## config.mk

```make
export PLATFORM = sky130hd
export DESIGN_NAME = rf_write_arbiter_flat
export DESIGN_NICKNAME = d
export VERILOG_FILES = /design/src/rtl/rf_pkg.sv /design/src/rtl/rf_write_arbiter_if.sv /design/src/rtl/rf_wq_fifo.sv /design/src/rtl/rf_write_arbiter.sv /design/src/flat_wrapper.sv
export SDC_FILE = /design/constraint.sdc
export NUM_CORES = 1
export LEC_CHECK = 0
export ABC_AREA = 1
export CAP_MARGIN = 20
export CORE_UTILIZATION = 45
export DETAILED_ROUTE_END_ITERATION = 10
export PLACE_DENSITY = 0.88
export SETUP_SLACK_MARGIN = 0.05
export SLEW_MARGIN = 0
export SYNTH_ARGS = -nofsm -noshare
export SYNTH_HDL_FRONTEND = slang
export SYNTH_SLANG_ARGS = --single-unit
```

## constraint.sdc

```tcl
create_clock -name clk -period 3.1 [get_ports clk]
set_clock_uncertainty 0.15 [all_clocks]
set_input_delay 0.775 -clock clk [delete_from_list [all_inputs] [get_ports clk]]
set_output_delay 0.775 -clock clk [all_outputs]
set_load 0.05 [all_outputs]
```

## src/rtl/rf_pkg.sv

```systemverilog
// ---------------------------------------------------------------------------
// rf_pkg
// Shared types and sizes for the register-file write arbiter.
//   XLEN       : register data width
//   AW         : register address width
//   NUM_REGS   : number of architectural registers (width of the busy mask)
//   wq_entry_t : one queued mul/div write {destination, data}
// ---------------------------------------------------------------------------
package rf_pkg;

    localparam int XLEN     = 32;
    localparam int AW       = 5;
    localparam int NUM_REGS = 32;

    typedef struct packed {
        logic [AW-1:0]   rd;
        logic [XLEN-1:0] data;
    } wq_entry_t;

endpackage

```

## src/rtl/rf_write_arbiter_if.sv

```systemverilog
// ---------------------------------------------------------------------------
// rf_write_arbiter_if
// Bundles every signal between the pipeline / mul-div unit and the
// register-file write arbiter.
//   master : pipeline side (drives WB and MD requests, sees grant/status)
//   slave  : arbiter side
// Signals:
//   RegWriteW/RdW/ResultW   WB write request
//   MdIssue/MdIssueRd       MD op issued by decode
//   MdValid/MdRd/MdResult   MD result offer, accepted when MdReady
//   RfWE/RfWA/RfWD          register-file write port
//   BusyMask                pending MD destinations
//   StallReq                request for a WB bubble
// ---------------------------------------------------------------------------
interface rf_write_arbiter_if;
    import rf_pkg::*;

    logic                RegWriteW;
    logic [AW-1:0]       RdW;
    logic [XLEN-1:0]     ResultW;
    logic                MdIssue;
    logic [AW-1:0]       MdIssueRd;
    logic                MdValid;
    logic [AW-1:0]       MdRd;
    logic [XLEN-1:0]     MdResult;
    logic                MdReady;
    logic                RfWE;
    logic [AW-1:0]       RfWA;
    logic [XLEN-1:0]     RfWD;
    logic [NUM_REGS-1:0] BusyMask;
    logic                StallReq;

    modport master (
        output RegWriteW, RdW, ResultW, MdIssue, MdIssueRd, MdValid, MdRd, MdResult,
        input  MdReady, RfWE, RfWA, RfWD, BusyMask, StallReq
    );

    modport slave (
        input  RegWriteW, RdW, ResultW, MdIssue, MdIssueRd, MdValid, MdRd, MdResult,
        output MdReady, RfWE, RfWA, RfWD, BusyMask, StallReq
    );

endinterface

```

## src/rtl/rf_wq_fifo.sv

```systemverilog
// ---------------------------------------------------------------------------
// rf_wq_fifo
// DEPTH-entry synchronous FIFO holding queued mul/div register writes.
// Ports:
//   clk, rst        clock, asynchronous active-low reset (empties the queue)
//   push, wr_entry  enqueue request and entry (ignored when full)
//   pop             dequeue request (ignored when empty)
//   head            oldest entry, valid while !empty
//   full, empty     status flags from the registered count
//   count           number of stored entries, 0..DEPTH
// ---------------------------------------------------------------------------
module rf_wq_fifo
    import rf_pkg::*;
#(
    parameter  int DEPTH = 2,
    localparam int CW    = $clog2(DEPTH + 1)
) (
    input  logic          clk,
    input  logic          rst,
    input  logic          push,
    input  logic          pop,
    input  wq_entry_t     wr_entry,
    output wq_entry_t     head,
    output logic          full,
    output logic          empty,
    output logic [CW-1:0] count
);

    localparam int PW = (DEPTH > 1) ? $clog2(DEPTH) : 1;

    wq_entry_t     mem [DEPTH];
    logic [PW-1:0] rd_ptr;
    logic [PW-1:0] wr_ptr;
    logic          do_push;
    logic          do_pop;

    // Pointers wrap at DEPTH, which need not be a power of two.
    function automatic logic [PW-1:0] ptr_inc(input logic [PW-1:0] p);
        return (p == PW'(DEPTH - 1)) ? '0 : p + 1'b1;
    endfunction

    assign full    = (count == CW'(DEPTH));
    assign empty   = (count == '0);
    assign do_push = push && !full;
    assign do_pop  = pop && !empty;
    assign head    = mem[rd_ptr];

    always_ff @(posedge clk or negedge rst) begin
        if (!rst) begin
            rd_ptr <= '0;
            wr_ptr <= '0;
            count  <= '0;
        end else begin
            if (do_push) wr_ptr <= ptr_inc(wr_ptr);
            if (do_pop)  rd_ptr <= ptr_inc(rd_ptr);
            case ({do_push, do_pop})
                2'b10:   count <= count + 1'b1;
                2'b01:   count <= count - 1'b1;
                default: ;
            endcase
        end
    end

    // Storage carries no reset; the registered count qualifies it.
    always_ff @(posedge clk) begin
        if (do_push) mem[wr_ptr] <= wr_entry;
    end

endmodule

```

## src/rtl/rf_write_arbiter.sv

```systemverilog
// ---------------------------------------------------------------------------
// rf_write_arbiter
// Shares the register file's single write port between the WB stage
// (absolute priority, never stalls) and the multi-cycle mul/div unit,
// whose results wait in a small queue and drain into idle WB slots.
// Also keeps the busy-register scoreboard for decode and raises StallReq
// when the queue head has waited STARVE_LIMIT cycles.
// Ports:
//   clk   clock
//   rst   asynchronous active-low reset
//   bus   rf_write_arbiter_if.slave (WB request, MD issue/result,
//         RF write port, BusyMask, StallReq, MdReady)
// ---------------------------------------------------------------------------
module rf_write_arbiter
    import rf_pkg::*;
#(
    parameter int DEPTH        = 2,
    parameter int STARVE_LIMIT = 4
) (
    input logic               clk,
    input logic               rst,
    rf_write_arbiter_if.slave bus
);

    localparam int CW = $clog2(DEPTH + 1);
    localparam int SW = $clog2(STARVE_LIMIT + 1);

    wq_entry_t           head;
    wq_entry_t           wr_entry;
    logic                fifo_full;
    logic                fifo_empty;
    logic [CW-1:0]       fifo_count;
    logic                wb_grant;
    logic                md_push;
    logic                md_pop;
    logic [SW-1:0]       starve_cnt;
    logic [SW-1:0]       starve_nxt;
    logic                stall_req;
    logic [NUM_REGS-1:0] busy;
    logic [NUM_REGS-1:0] busy_nxt;

    // A WB write to x0 is not a real write and leaves the slot idle.
    assign wb_grant = bus.RegWriteW && (bus.RdW != '0);

    // Ready comes from the registered count only, so a full queue refuses
    // a result even in a cycle where it also pops.
    assign bus.MdReady = (fifo_count < CW'(DEPTH));

    // Results for x0 complete the handshake but are never queued.
    assign md_push  = bus.MdValid && !fifo_full && (bus.MdRd != '0);
    assign md_pop   = rst && !wb_grant && !fifo_empty;
    assign wr_entry = '{rd: bus.MdRd, data: bus.MdResult};

    rf_wq_fifo #(.DEPTH(DEPTH)) u_fifo (
        .clk      (clk),
        .rst      (rst),
        .push     (md_push),
        .pop      (md_pop),
        .wr_entry (wr_entry),
        .head     (head),
        .full     (fifo_full),
        .empty    (fifo_empty),
        .count    (fifo_count)
    );

    // Write-port grant: WB first, then the queue head, else idle.
    always_comb begin
        bus.RfWE = 1'b0;
        bus.RfWA = '0;
        bus.RfWD = '0;
        if (rst) begin
            if (wb_grant) begin
                bus.RfWE = 1'b1;
                bus.RfWA = bus.RdW;
                bus.RfWD = bus.ResultW;
            end else if (!fifo_empty) begin
                bus.RfWE = 1'b1;
                bus.RfWA = head.rd;
                bus.RfWD = head.data;
            end
        end
    end

    always_comb begin
        starve_nxt = starve_cnt;
        if (fifo_empty || md_pop) begin
            starve_nxt = '0;
        end else if (starve_cnt != SW'(STARVE_LIMIT)) begin
            starve_nxt = starve_cnt + 1'b1;
        end
    end

    // Set is applied after clear so a same-cycle reissue keeps the bit.
    always_comb begin
        busy_nxt = busy;
        if (md_pop) busy_nxt[head.rd] = 1'b0;
        if (bus.MdIssue && (bus.MdIssueRd != '0)) busy_nxt[bus.MdIssueRd] = 1'b1;
    end

    // StallReq tracks the new counter value so it drops right after the pop.
    always_ff @(posedge clk or negedge rst) begin
        if (!rst) begin
            starve_cnt <= '0;
            stall_req  <= 1'b0;
            busy       <= '0;
        end else begin
            starve_cnt <= starve_nxt;
            stall_req  <= (starve_nxt == SW'(STARVE_LIMIT));
            busy       <= busy_nxt;
        end
    end

    assign bus.BusyMask = busy;
    assign bus.StallReq = stall_req;

endmodule

```

## src/flat_wrapper.sv

```systemverilog
// flat-port wrapper written by rule: the top's interface ports become plain ports
module rf_write_arbiter_flat import rf_pkg::*;
#(
    parameter int DEPTH        = 2,
    parameter int STARVE_LIMIT = 4
)
  (clk, rst, bus_RegWriteW, bus_RdW, bus_ResultW, bus_MdIssue, bus_MdIssueRd, bus_MdValid, bus_MdRd, bus_MdResult, bus_MdReady, bus_RfWE, bus_RfWA, bus_RfWD, bus_BusyMask, bus_StallReq);
  rf_write_arbiter_if bus_i ();
  input logic clk;
  input logic rst;
  input wire logic [$bits(bus_i.RegWriteW)-1:0] bus_RegWriteW;
  input wire logic [$bits(bus_i.RdW)-1:0] bus_RdW;
  input wire logic [$bits(bus_i.ResultW)-1:0] bus_ResultW;
  input wire logic [$bits(bus_i.MdIssue)-1:0] bus_MdIssue;
  input wire logic [$bits(bus_i.MdIssueRd)-1:0] bus_MdIssueRd;
  input wire logic [$bits(bus_i.MdValid)-1:0] bus_MdValid;
  input wire logic [$bits(bus_i.MdRd)-1:0] bus_MdRd;
  input wire logic [$bits(bus_i.MdResult)-1:0] bus_MdResult;
  output wire logic [$bits(bus_i.MdReady)-1:0] bus_MdReady;
  output wire logic [$bits(bus_i.RfWE)-1:0] bus_RfWE;
  output wire logic [$bits(bus_i.RfWA)-1:0] bus_RfWA;
  output wire logic [$bits(bus_i.RfWD)-1:0] bus_RfWD;
  output wire logic [$bits(bus_i.BusyMask)-1:0] bus_BusyMask;
  output wire logic [$bits(bus_i.StallReq)-1:0] bus_StallReq;
  assign bus_i.RegWriteW = bus_RegWriteW;
  assign bus_i.RdW = bus_RdW;
  assign bus_i.ResultW = bus_ResultW;
  assign bus_i.MdIssue = bus_MdIssue;
  assign bus_i.MdIssueRd = bus_MdIssueRd;
  assign bus_i.MdValid = bus_MdValid;
  assign bus_i.MdRd = bus_MdRd;
  assign bus_i.MdResult = bus_MdResult;
  assign bus_MdReady = bus_i.MdReady;
  assign bus_RfWE = bus_i.RfWE;
  assign bus_RfWA = bus_i.RfWA;
  assign bus_RfWD = bus_i.RfWD;
  assign bus_BusyMask = bus_i.BusyMask;
  assign bus_StallReq = bus_i.StallReq;
  rf_write_arbiter #(.DEPTH(DEPTH), .STARVE_LIMIT(STARVE_LIMIT)) u_core (.clk(clk), .rst(rst), .bus(bus_i));
endmodule
```

==> results of run 1 <==
## what timing repair did
action                                  in CTS  in global routing
endpoints found under the setup margin      37                 37
resized for setup                           55                 39
buffers inserted                             7                  0
pin swaps                                   10                 14
cloned                                       3                  5
## flip-flops by register name (all words and copies together), names as in the netlist
name,flops
u_core.u_fifo.mem,74
u_core.bus.BusyMask,32
u_core.starve_cnt,3
u_core.u_fifo.count,2
u_core.bus.StallReq,1
u_core.u_fifo.rd_ptr,1
u_core.u_fifo.wr_ptr,1
## how the worst min path moves through the flow
stage / startpoint / endpoint / slack (ns) / cells after the start
floorplan: rst / u_core.bus.BusyMask[0] / 0.33 / 0
global placement: u_core.bus.BusyMask[11] / u_core.bus.BusyMask[11] / 0.31 / 2
detailed placement: u_core.bus.BusyMask[1] / u_core.bus.BusyMask[1] / 0.31 / 2
CTS: u_core.bus.BusyMask[1] / u_core.bus.BusyMask[1] / 0.32 / 2
global route: u_core.bus.BusyMask[26] / u_core.bus.BusyMask[26] / 0.35 / 2
finish: u_core.bus.BusyMask[1] / u_core.bus.BusyMask[1] / 0.32 / 2
## critical path, delay by kind of cell
kind / cells / cell delay, ns
compound gates: 1 / 0.19
buf+inv: 7 / 0.92
simple gates: 3 / 0.26
## power groups by stage
stage / Sequential (mW) / Combinational (mW) / Clock [mW]
3_3_place_gp: 2.36 / 3.69 / 0
5_1_grt: 2.40 / 4.33 / 1.81
2_1_floorplan: 3.06 / 1.55 / 0
6_report: 2.37 / 4.12 / 1.73
3_5_place_dp: 2.38 / 3.79 / 0
4_1_cts: 2.35 / 3.91 / 1.73
## final cells by class
type / count / share of cell area
sequential: 114 / 0.380
inverter: 31 / 0.0141
clock buffer: 19 / 0.0510
multi-input combinational: 428 / 0.247
tap: 140 / 0.0206
timing repair buffer: 186 / 0.276
antenna: 1 / 0.000295
clock inverter: 12 / 0.0111
## Yosys cell counts (all sizes together)
library cell	n	share of area
a21boi	1	0.0014
a21oi	30	0.029
buf	10	0.010
clkbuf	8	0.0058
dfrtp	40	0.19
edfxtp	74	0.43
ha	3	0.0072
inv	31	0.022
mux2i	1	0.0019
nand2	263	0.19
nand3	15	0.014
nand4	3	0.0036
nor2	83	0.062
nor3	5	0.0048
o211ai	1	0.0014
o21ai	18	0.019
xnor2	1	0.0017
xor2	4	0.0067
## routing by layer
layer  vias up  global-route usage
met5         -                   0
li1       2289                   -
met3        88              0.0711
met1      2412               0.310
met2       345               0.513
met4         0               0.176
## metrics by stage
stage	power [mW]	worst slack, ns	cells
2_1_floorplan	4.62	-0.133	591
3_3_place_gp	6.04	-0.142	885
3_5_place_dp	6.16	-0.199	885
4_1_cts	7.99	0.0287	926
5_1_grt	8.55	-0.0178	931
6_report	8.22	0.0160	931
## cell families (layout without fill, tap and decap cells)
group | Yosys count | after routing | synth area share
buffers and inverters | 49 | 248 | 0.0381
XOR/XNOR | 5 | 5 | 0.00839
other | 0 | 1 | 0
multiplexers | 1 | 1 | 0.00192
flip-flops | 114 | 114 | 0.617
AO/OA/AOI/OAI | 50 | 50 | 0.0503
adder cells (fa/ha/maj) | 3 | 3 | 0.00719
AND/OR/NAND/NOR | 369 | 369 | 0.277
==> flow_summary.ini, run 1 <==
[clocking]
ctsHoldBuffers = 0
clock-root-buffer = clkbuf_16
clock-sinks = 114
cts_tree = built
htree_levels = 4
clock_latency_ns = 0.41
clkSlewWorstSetupHoldPaths_ns = 0.05
clk_path_buf_depth = 2
numCtsBuffers = 17

[global_route]
grt_usage = 0.289
grt-ovfl-total = 0
antenna_found_initial = 1
grt_pass1_vias = 5121
grt_max_degree = 41
grt_pass1_wl_um = 25200

[routing]
wire_per_inst_um = 19.4
vias = 5134
postRouteAntennaNets = 0
drcViolationCount = 0
via_per_inst = 5.51
totalWireLength_um = 18000
drt_pass1_iterations = 5
highest_layer = met4
met1_length_um = 6250
wl_met3_um = 1540
drt-initial-drc-count = 508
dr_wl_met2_um = 9270

[floorplanning]
core_sq_mm = 0.0111
dieArea_sq_mm = 0.0120
start_util = 0.471
die_h_um = 110
rows = 38
die_width_um = 110
boundaryPins = 156

[setup_path]
path_class = primary input to output port
crit_required_ns = 2.17
crit_start = bus_RdW[3]
timing.rr.end = u_core.bus.BusyMask[16]
crit_chain = clkdlybuf4s15_2 > inv_1 > nand3_1 > nand2_2 > buf_4 > buf_4 > inv_4 > buf_12 > nor2_1 > a21oi_2 > buf_12
worst_setup_path_start_kind = primary input
critical_path.slowest_cell = a21oi_2
arrival_ns = 2.16
rrSetupSlack_ns = 0.98
endpoint = bus_RfWD[24]
max_stage_delay_ns = 0.19
worstSetupEndpointType = output port
r2r_start = u_core.u_fifo.rd_ptr
reg2reg_depth = 8
path_max_fanout = 14

[sta]
layout_min_cycle_time_ns = 3.08
worstMarginPinSlew_ns = 0.753
period_share = 0.995
fmax_ghz = 0.324
rsz0062_at_grt = yes
relSlewSlack = 0.496
report.final.hold_viol_count = 0
setup_viol = 0
final.setup.tns_ns = 0
hold_ws_ns = 0.320
final_max_slew_viol_count = 0

[yosys]
syn_avg_cell_area_sq_um = 8.83
ys_seq_area_frac = 0.617
synth_nets = 678
syn-instance-count = 591
synth_area_sq_mm = 0.00522
yosysWarningCount = 0
synthDistinctLibCells = 24
synth-seq-cells = 114

[cells_and_area]
syn_to_final_growth_pct = 62.6
multiInputGateArea_sq_mm = 0.00210
finalNetCount = 865
seq_area_sq_mm = 0.00322
final_area_sq_mm = 0.00849
final_core_util = 0.766
final_common_cell = nand2_1
drive_gt1_frac = 0.224
fillers = 632
final_cell_mix = 249 x nand2_1, 110 x clkdlybuf4s50_1, 74 x edfxtp_1

[power]
power_frac_seq = 0.289
p_switching_mw = 3.59
ir_drop_uv = 727
power_density_mw_per_mm2 = 968
p_int_mw = 4.63
switching_share = 0.437
comb_power_share = 0.501
p_clk_frac = 0.210
leakage_nw = 3.55

[job]
cap_violations = 0

[placement]
post-dp-hpwl_um = 10200
gp_congestion = 0.820
port_buffers = 155
postPlaceCellArea_sq_mm = 0.00748

[outcome]
status = finished, final reports clean

[worst_hold_path]
hold_path_class = flip-flop to flip-flop
No activity file was read; power rests on OpenSTA's default activity.
==> inputs of run 2 (changes only) <==
Settings changed: SLEW_MARGIN 0 to 15.
==> results of run 2 <==
Same layout as run 1: the final DEF is identical, and so are final timing and power.
==> inputs of run 3 (changes only) <==
Settings changed: SETUP_SLACK_MARGIN 0.05 to not set.
==> flow_summary.ini, run 3 (synthesized netlist as in run 1, its figures left out) <==
[setup_path]
timing.rr.end = u_core.u_fifo.count[1]
worstSetupEndpointType = output port
reg2reg_depth = 8
rrSetupSlack_ns = 1.02
critical_path.slowest_cell = dfrtp_1
r2r_start = u_core.u_fifo.count[1]
crit_required_ns = 2.17
path_class = flip-flop to output port
cp_common_cell = inv_1
worst_setup_path_start_kind = flip-flop
crit_start = u_core.u_fifo.count[0]
arrival_ns = 2.10
max_stage_delay_ns = 0.42
crit_chain = inv_1 > nand2_1 > inv_1 > nor2_1 > o21ai_0 > o21ai_2 > buf_12
path_max_fanout = 7

[floorplanning]
start_util = 0.471
rows = 38
core_sq_mm = 0.0111
die_width_um = 110
die_h_um = 110
dieArea_sq_mm = 0.0120
boundaryPins = 156

[routing]
drt_pass1_iterations = 7
met1_length_um = 6480
wire_per_inst_um = 19.5
dr_wl_met2_um = 9350
drcViolationCount = 0
totalWireLength_um = 18100
drt-initial-drc-count = 532
wl_met3_um = 1330
vias = 5133
postRouteAntennaNets = 0
via_per_inst = 5.53
highest_layer = met4

[placement]
port_buffers = 155
dpl.cell_count = 886
gp_congestion = 0.842
post-dp-hpwl_um = 10600

[sta]
worstMarginPinSlew_ns = 0.695
fmax_ghz = 0.331
final_max_slew_viol_count = 0
period_share = 0.975
hold_ws_ns = 0.0384
layout_min_cycle_time_ns = 3.02
setup_viol = 0
rsz0062_at_grt = no
relSlewSlack = 0.535
report.final.hold_viol_count = 0

[clocking]
clkSlewWorstSetupHoldPaths_ns = 0.05
clk_path_buf_depth = 2
numCtsBuffers = 17
htree_levels = 4
cts_tree = built
clock-root-buffer = clkbuf_16
ctsHoldBuffers = 0
clock_latency_ns = 0.41
clock-sinks = 114

[power]
p_clk_frac = 0.228
comb_power_share = 0.490
p_int_mw = 4.75
switching_share = 0.437
ir_drop_uv = 642
power_density_mw_per_mm2 = 988
power_frac_seq = 0.282
p_switching_mw = 3.69
leakage_nw = 3.57

[outcome]
status = finished, final reports clean

[global_route]
grt_pass1_wl_um = 27500
grt_max_degree = 40
antenna_found_initial = 0
grt_pass1_vias = 5134
grt_usage = 0.318
grt-ovfl-total = 0

[cells_and_area]
largest_reg_flops = 74
drive_gt1_frac = 0.202
final_core_util = 0.770
antennaDiodeCount = 0
top_register = u_core.u_fifo.mem
syn_to_final_growth_pct = 63.4
stdcell_count = 928
final_cell_mix = 255 x nand2_1, 110 x clkdlybuf4s50_1, 77 x nor2_1
fillers = 584
finalNetCount = 862
final_common_cell = nand2_1

[job]
cap_violations = 0

[worst_hold_path]
hold_path_class = primary input to asynchronous set/reset pin
==> run 3: layer usage <==
metal,vias up,global-route usage
met2,305,0.552
met3,80,0.0741
met1,2458,0.354
met5,-,0
met4,0,0.193
li1,2290,-
==> run 3: layout make-up <==
type	count	area, sq um	share of cell area
clock inverters	15	159	0.0186
well taps	140	175	0.0205
clock buffers	17	425	0.0499
flip-flops and latches	114	3220	0.378
multi-input cells	428	2110	0.248
inverters	31	116	0.0136
repair buffers	183	2320	0.272
==> run 3: metrics by stage <==
step / area (sq um) / power, mW / setup WS (ns) / setup TNS [ns]
2_1_floorplan: 5300 / 4.64 / -0.367 / -1.71
6_report: 8530 / 8.43 / 0.0762 / 0
3_5_place_dp: 7550 / 6.19 / -0.268 / -6.47
3_3_place_gp: 7550 / 6.09 / -0.153 / -4.36
5_1_grt: 8530 / 8.76 / 0.0225 / 0
4_1_cts: 8520 / 8.30 / -0.0247 / -0.0484
==> run 3: worst max-delay path by stage <==
stage | endpoint | slack (ns) | cells past startpoint
after floorplan | bus_RfWA[0] | -0.37 | 6
after global placement | bus_RfWA[3] | -0.15 | 8
after detailed placement | bus_RfWA[1] | -0.27 | 8
after CTS | bus_RfWD[2] | -0.02 | 8
after global routing | bus_RfWD[23] | 0.02 | 7
final | bus_RfWD[23] | 0.08 | 7
==> run 3: power by group through the flow <==
stage / clock [mW] / combinational [mW] / sequential [mW]
floorplan: 0 / 1.58 / 3.06
global placement: 0 / 3.73 / 2.36
detailed placement: 0 / 3.82 / 2.37
CTS: 1.91 / 4.03 / 2.36
global route: 2.01 / 4.35 / 2.40
finish: 1.92 / 4.13 / 2.38
==> run 3: worst max-delay path, delay by kind of cell (launching register included) <==
kind,cells,cell delay (ns)
AO/OA/AOI/OAI,2,0.39
buffers and inverters,3,0.47
flip-flops,1,0.42
AND/OR/NAND/NOR,2,0.39
==> run 3: repair_timing <==
| action | 4_1_cts | 5_1_grt |
|---|---|---|
| setup buffers | 4 | 2 |
| resized for setup | 51 | 18 |
| pin swaps | 4 | 5 |
| setup endpoints to repair | 37 | 31 |
| gates cloned | 4 | 0 |
